[src/rtl/mips_defs.sv]
// Shared MIPS definitions: supported opcodes, loader state encoding and
// the default frame start marker.
package mips_defs;

  localparam logic [5:0] OP_RTYPE = 6'b000000;
  localparam logic [5:0] OP_LW    = 6'b100011;
  localparam logic [5:0] OP_SW    = 6'b101011;
  localparam logic [5:0] OP_BEQ   = 6'b000100;
  localparam logic [5:0] OP_BNE   = 6'b000101;
  localparam logic [5:0] OP_ADDI  = 6'b001000;
  localparam logic [5:0] OP_ORI   = 6'b001101;
  localparam logic [5:0] OP_LUI   = 6'b001111;
  localparam logic [5:0] OP_SLTI  = 6'b001010;
  localparam logic [5:0] OP_J     = 6'b000010;
  localparam logic [5:0] OP_JAL   = 6'b000011;

  localparam logic [7:0] SYNC_BYTE_DEF = 8'hA5;

  typedef enum logic [2:0] {
    LD_IDLE   = 3'd0,
    LD_LEN_HI = 3'd1,
    LD_LEN_LO = 3'd2,
    LD_DATA   = 3'd3,
    LD_CSUM   = 3'd4,
    LD_DONE   = 3'd5,
    LD_ERROR  = 3'd6
  } ld_state_e;

endpackage

[src/rtl/imem_loader_op_supported.sv]
// Combinational membership test of a 6-bit opcode against the supported
// MIPS subset; shared by the loader and decoder checkers.
module op_supported
  import mips_defs::*;
(
  input  logic [5:0] i_opcode,
  output logic       o_supported
);

  // Opcode membership lookup
  always_comb begin
    case (i_opcode)
      OP_RTYPE, OP_LW, OP_SW, OP_BEQ, OP_BNE, OP_ADDI,
      OP_ORI, OP_LUI, OP_SLTI, OP_J, OP_JAL: o_supported = 1'b1;
      default:                               o_supported = 1'b0;
    endcase
  end

endmodule

[src/rtl/imem_loader.sv]
// Framed byte-stream loader: assembles big-endian instruction words, writes
// them to imem, checks the XOR checksum and then releases the CPU reset.
module imem_loader
  import mips_defs::*;
#(
  parameter int                    ADDR_WIDTH = 8,
  parameter logic [ADDR_WIDTH-1:0] BASE_ADDR  = {ADDR_WIDTH{1'b0}},
  parameter logic [7:0]            SYNC_BYTE  = SYNC_BYTE_DEF
) (
  input  logic                  clk,
  input  logic                  reset,
  input  logic                  rx_valid,
  input  logic [7:0]            rx_data,
  output logic                  rx_ready,
  output logic                  imem_we,
  output logic [ADDR_WIDTH-1:0] imem_addr,
  output logic [31:0]           imem_wdata,
  output logic                  cpu_reset,
  output logic                  done,
  output logic                  error,
  output logic [ADDR_WIDTH:0]   word_count,
  output logic [7:0]            warn_count
);

  localparam logic [16:0]         CAPACITY = 17'd1 << ADDR_WIDTH;
  localparam logic [ADDR_WIDTH:0] WC_ONE   = {{ADDR_WIDTH{1'b0}}, 1'b1};

  ld_state_e             r_state;
  ld_state_e             w_next;
  logic [15:0]           r_len;
  logic [23:0]           r_asm;
  logic [1:0]            r_byte_cnt;
  logic [7:0]            r_csum;
  logic                  r_we;
  logic [ADDR_WIDTH-1:0] r_addr;
  logic [31:0]           r_wdata;
  logic [ADDR_WIDTH:0]   r_word_count;
  logic [7:0]            r_warn_count;

  logic                  w_accept;
  logic [15:0]           w_len;
  logic [31:0]           w_word;
  logic                  w_op_ok;
  logic                  w_all_written;

  assign w_accept      = rx_valid && rx_ready;
  assign w_len         = {r_len[15:8], rx_data};
  assign w_word        = {r_asm, rx_data};
  assign w_all_written = (32'(r_word_count) == 32'(r_len));

  op_supported u_op_supported (
    .i_opcode    (w_word[31:26]),
    .o_supported (w_op_ok)
  );

  // State register
  always_ff @(posedge clk) begin
    if (reset) begin
      r_state <= LD_IDLE;
    end else begin
      r_state <= w_next;
    end
  end

  // Next-state decode; DATA leaves only once the final write has been issued
  always_comb begin
    w_next = r_state;
    case (r_state)
      LD_IDLE: begin
        if (w_accept && (rx_data == SYNC_BYTE)) w_next = LD_LEN_HI;
        else                                    w_next = LD_IDLE;
      end
      LD_LEN_HI: begin
        if (w_accept) w_next = LD_LEN_LO;
        else          w_next = LD_LEN_HI;
      end
      LD_LEN_LO: begin
        if (!w_accept)                        w_next = LD_LEN_LO;
        else if ({1'b0, w_len} > CAPACITY)    w_next = LD_ERROR;
        else if (w_len == 16'd0)              w_next = LD_CSUM;
        else                                  w_next = LD_DATA;
      end
      LD_DATA: begin
        if (r_we && w_all_written) w_next = LD_CSUM;
        else                       w_next = LD_DATA;
      end
      LD_CSUM: begin
        if (!w_accept)             w_next = LD_CSUM;
        else if (rx_data == r_csum) w_next = LD_DONE;
        else                       w_next = LD_ERROR;
      end
      LD_DONE:  w_next = LD_DONE;
      LD_ERROR: w_next = LD_ERROR;
      default:  w_next = LD_ERROR;
    endcase
  end

  // Datapath: length latch, word assembly, checksum, write issue and counters
  always_ff @(posedge clk) begin
    if (reset) begin
      r_len        <= 16'd0;
      r_asm        <= 24'd0;
      r_byte_cnt   <= 2'd0;
      r_csum       <= 8'd0;
      r_we         <= 1'b0;
      r_addr       <= BASE_ADDR;
      r_wdata      <= 32'd0;
      r_word_count <= {(ADDR_WIDTH+1){1'b0}};
      r_warn_count <= 8'd0;
    end else begin
      r_we <= 1'b0;
      if (w_accept) begin
        case (r_state)
          LD_LEN_HI: r_len[15:8] <= rx_data;
          LD_LEN_LO: r_len[7:0]  <= rx_data;
          LD_DATA: begin
            r_csum     <= r_csum ^ rx_data;
            r_asm      <= {r_asm[15:0], rx_data};
            r_byte_cnt <= r_byte_cnt + 2'd1;
            if (r_byte_cnt == 2'd3) begin
              r_we         <= 1'b1;
              r_wdata      <= w_word;
              r_addr       <= BASE_ADDR + r_word_count[ADDR_WIDTH-1:0];
              r_word_count <= r_word_count + WC_ONE;
              if (!w_op_ok && (r_warn_count != 8'hFF)) begin
                r_warn_count <= r_warn_count + 8'd1;
              end
            end
          end
          default: ;
        endcase
      end
    end
  end

  // Handshake and status decode from the registered state
  always_comb begin
    rx_ready  = 1'b1;
    done      = 1'b0;
    error     = 1'b0;
    cpu_reset = 1'b1;
    case (r_state)
      LD_IDLE, LD_LEN_HI, LD_LEN_LO, LD_CSUM: rx_ready = 1'b1;
      LD_DATA:  rx_ready = !r_we;
      LD_DONE: begin
        rx_ready  = 1'b0;
        done      = 1'b1;
        cpu_reset = 1'b0;
      end
      LD_ERROR: begin
        rx_ready = 1'b0;
        error    = 1'b1;
      end
      default: begin
        rx_ready = 1'b0;
        error    = 1'b1;
      end
    endcase
  end

  assign imem_we    = r_we;
  assign imem_addr  = r_addr;
  assign imem_wdata = r_wdata;
  assign word_count = r_word_count;
  assign warn_count = r_warn_count;

endmodule

[config.mk]
export PLATFORM = sky130hd
export DESIGN_NAME = imem_loader
export DESIGN_NICKNAME = d
export VERILOG_FILES = /design/src/rtl/mips_defs.sv /design/src/rtl/imem_loader_op_supported.sv /design/src/rtl/imem_loader.sv
export SDC_FILE = /design/constraint.sdc
export NUM_CORES = 1
export LEC_CHECK = 0
export ABC_AREA = 1
export BUFFER_PORTS_ARGS = -buffer_cell sky130_fd_sc_hd__buf_2
export CELL_PAD_IN_SITES_DETAIL_PLACEMENT = 0
export CELL_PAD_IN_SITES_GLOBAL_PLACEMENT = 1
export CORE_AREA = 10 10 112 114
export CTS_BUF_LIST = sky130_fd_sc_hd__clkbuf_4 sky130_fd_sc_hd__clkbuf_8
export CTS_CLUSTER_DIAMETER = 80
export DETAILED_ROUTE_END_ITERATION = 7
export DIE_AREA = 0 0 122 124
export PLACE_DENSITY = 0.95
export SYNTH_ARGS = -nofsm -noshare
export SYNTH_HDL_FRONTEND = slang
export SYNTH_HIERARCHICAL = 1
export SYNTH_SLANG_ARGS = --single-unit
[constraint.sdc]
create_clock -name clk -period 4.4 [get_ports clk]
set_input_delay 0.44 -clock clk [delete_from_list [all_inputs] [get_ports clk]]
set_output_delay 0.44 -clock clk [all_outputs]
set_load 0.01 [all_outputs]
==> results.md <==
- Postcts setup bufs: 0
- TritonCTS clock tree: yes
- Clock sink count: about 110
- # H-tree levels: 3
- Met1 Track Usage GR: 19.3%
- Initial antenna violation count: 0
- Inserted Diodes: 0
- Cts hold-fix bufs: 0
- Largest net degree at the start of global routing: 53
- Crit-path max FO: 23
- Die Wd: 122 um
- Maximum clock path buffer count: 2
- GRT Total Usage: between 15 and 20%
- First-pass GRT wire length: 19.5 mm
- P per Cell Area: approximately 320 mW/mm^2
- GP Congestion: ~0.86
- Synth-to-layout area growth: 13.2%
- Die area: approximately 0.015 mm^2
- Layout Utilization: just over 50%
- Setup Skew: 0.00930 ns
- Internal power: 0.00129 W
- Vias in the first global route: 3930
- Final Hold Viols: 0
- Initial DRC count: around 320
- Switching Fraction: ~23%
- Worst-case reg-to-reg path depth: 8
- IO Port Bufs: 72
- CP Capture Type: register
- Part of the power in combinational logic: 3.0%
- Hpwl dp: around 8.7 mm
- CTS resizes: 0
- Max Fclk: 0.378 GHz
- Met3 usage: 2.62%
- R2R Setup Slk: between 1.5 and 2 ns
- MaxCap Viol Count: 0
- Tcrit/Tclk final: roughly three fifths
- Row cnt: 37
- Met2 usage: about 27%
- Busiest grt layer: met2
- # IOs: 73
- WHS Endpoint: r_len[9]$_SDFFE_PP0P_
- Layout cells sized above 1: ~15%
- RR Endpoint: r_csum[2]$_SDFFE_PP0N_
- Final wirelength: around 12 mm
- Final worst slack: 1.75 ns
- Syn Area/Cell: around 7.4 um^2
- CP arrival: between 2 and 3 ns
- Worst EP required: between 4 and 5 ns
- Commonest non-fill, non-tap cell in the layout: nand2_1
- Fillers: roughly 1.0k
- Final nets: between 700 and 800
- CTS clk-pin slew, worst paths: approximately 0.10 ns
- HP Class: in2reg
- Cells after Synth: ~630
- Drt first pass iters: 5
- Net Sw Power: ~0.00039 W
- Sequential area share after synthesis: about 48%
- Count of cell types in the netlist: 28
- Reg2reg start: r_state[0]$_SDFF_PP0_
- Max_slew headroom: ~45%
- Dpl cell area: roughly 0.0051 mm^2
- Syn nets: 645
- Root Buffer: clkbuf_8
- WL per Instance: ~15 um
- Die height: 124 um
- Routed Antenna Nets: 0
- Effective utilization at floorplan: between 40% and 50%
- Setup violators final: 0
- Total negative slack: 0 ns
- Worst VDD drop: about 170 uV
- Via count: approximately 4.2k
- Register share of total power: about three fifths
- Clock power share: 37.2%
- Fin area: 0.00528 mm^2
- DR vias/cell: 5.06
- Status: finished clean
- Worst Setup Path Type: reg2reg
- Lkg Pwr: 2.31 nW
- Core Box Area: about 0.01 mm^2
- RSZ-0062 raised after global routing: false
- Worst slack at placement: 1.82 ns
- Final Critical Period: 2.65 ns
- Worst Hold Depth: 3
- Inserted Clock Buffers: 9
- Final Power: 0.00168 W
- GRT overflow: 0
- Startpoint types: register
- Synth Cell Area: ~0.0047 mm^2
- Most frequent cells in the layout: nand2_1, dfxtp_1, a21oi_1
- Worst skew pair latency: about 0.36 ns
- Max Slew Vio Count: 0
- Warnings, synthesis: 6
- DRC: 0
- Hold path start: rx_data[1]
- Yosys reg bits: roughly 110
- Worst slew pin tran: 0.824 ns
## layer usage
| layer | share of wire, % | up-vias |
|---|---|---|
| li1 | - | 2161 |
| met5 | 0 | - |
| met2 | 49 | 93 |
| met3 | 4.9 | 12 |
| met4 | 1.4 | 0 |
| met1 | 45 | 1923 |
## Yosys cell counts, drive strengths merged
master	number	share of area, %
nor4	1	0.27
dfxtp	111	48
clkinv	1	0.080
nand3	28	3.1
nand4	6	0.81
nand2	117	9.5
buf	15	1.9
nor3	6	0.64
xnor2	5	0.94
a21oi	97	11
o21ai	92	10
nor2	36	3.1
xor2	11	2.1
ha	3	0.81
inv	84	6.8
nand3b	2	0.32
clkbuf	15	1.2
a211oi	1	0.16
## sequential cells by signal, summed over array words and instances, names as in the netlist
signal and cells:
warn_count 8, imem_addr 8, r_len 16, imem_wdata 32
r_asm 24, r_state 3, word_count 9, r_byte_cnt 2
imem_we 1, r_csum 8
## cells by family after synthesis
kind of cell / count (synthesis) / share of synthesized area [%]
simple gates: 196 / 17.8
buf+inv: 115 / 9.90
xor+xnor: 16 / 3.01
fa+ha+maj: 3 / 0.805
compound gates: 190 / 20.8
flops: 111 / 47.7
## layout make-up
| cell class | instances | area, um^2 | share of cell area, % |
|---|---|---|---|
| Timing Repair Buffer | 76 | 390 | 7.39 |
| Sequential cell | 111 | 2220 | 42.1 |
| Clock buffer | 10 | 131 | 2.49 |
| Tap cell | 136 | 170 | 3.22 |
| Multi-Input combinational cell | 405 | 1980 | 37.5 |
| Inverter | 85 | 319 | 6.04 |
| Clock inverter | 5 | 67.6 | 1.28 |
## through the flow
step | hold slack (ns) | cells
6_report | 0.415 | 828
5_1_grt | 0.431 | 828
4_1_cts | 0.406 | 828
3_5_place_dp | 0.447 | 813
3_3_place_gp | 0.444 | 813
2_1_floorplan | 0.429 | 631
## worst max-delay path by stage
stage,startpoint,to
2_1_floorplan,r_state[0]$_SDFF_PP0_,warn_count[4]$_SDFFE_PP0P_
3_3_place_gp,r_state[0]$_SDFF_PP0_,r_byte_cnt[0]$_SDFFE_PP0N_
3_5_place_dp,r_state[0]$_SDFF_PP0_,r_csum[2]$_SDFFE_PP0N_
4_1_cts,r_state[0]$_SDFF_PP0_,r_csum[2]$_SDFFE_PP0N_
5_1_grt,r_state[0]$_SDFF_PP0_,r_csum[2]$_SDFFE_PP0N_
6_report,r_state[0]$_SDFF_PP0_,r_csum[2]$_SDFFE_PP0N_
## worst max-delay path: stages (launching register included)
cell and delay [ns]:
dfxtp_1 0.47, nand2_1 0.14, inv_2 0.08, nand2_2 0.09
o21ai_4 0.19, nand3_1 0.60, inv_1 0.68, o21ai_0 0.15
a21oi_1 0.17
## power groups by stage
stage	Clock (W)	Combinational (W)	Sequential, W
2_1_floorplan	0	0.0000290	0.00103
3_3_place_gp	0	0.0000490	0.00103
3_5_place_dp	0	0.0000499	0.00103
4_1_cts	0.000633	0.0000502	0.00100
5_1_grt	0.000679	0.0000562	0.00100
6_report	0.000624	0.0000503	0.00100
Note: power is estimated with default switching activity, not from simulation.
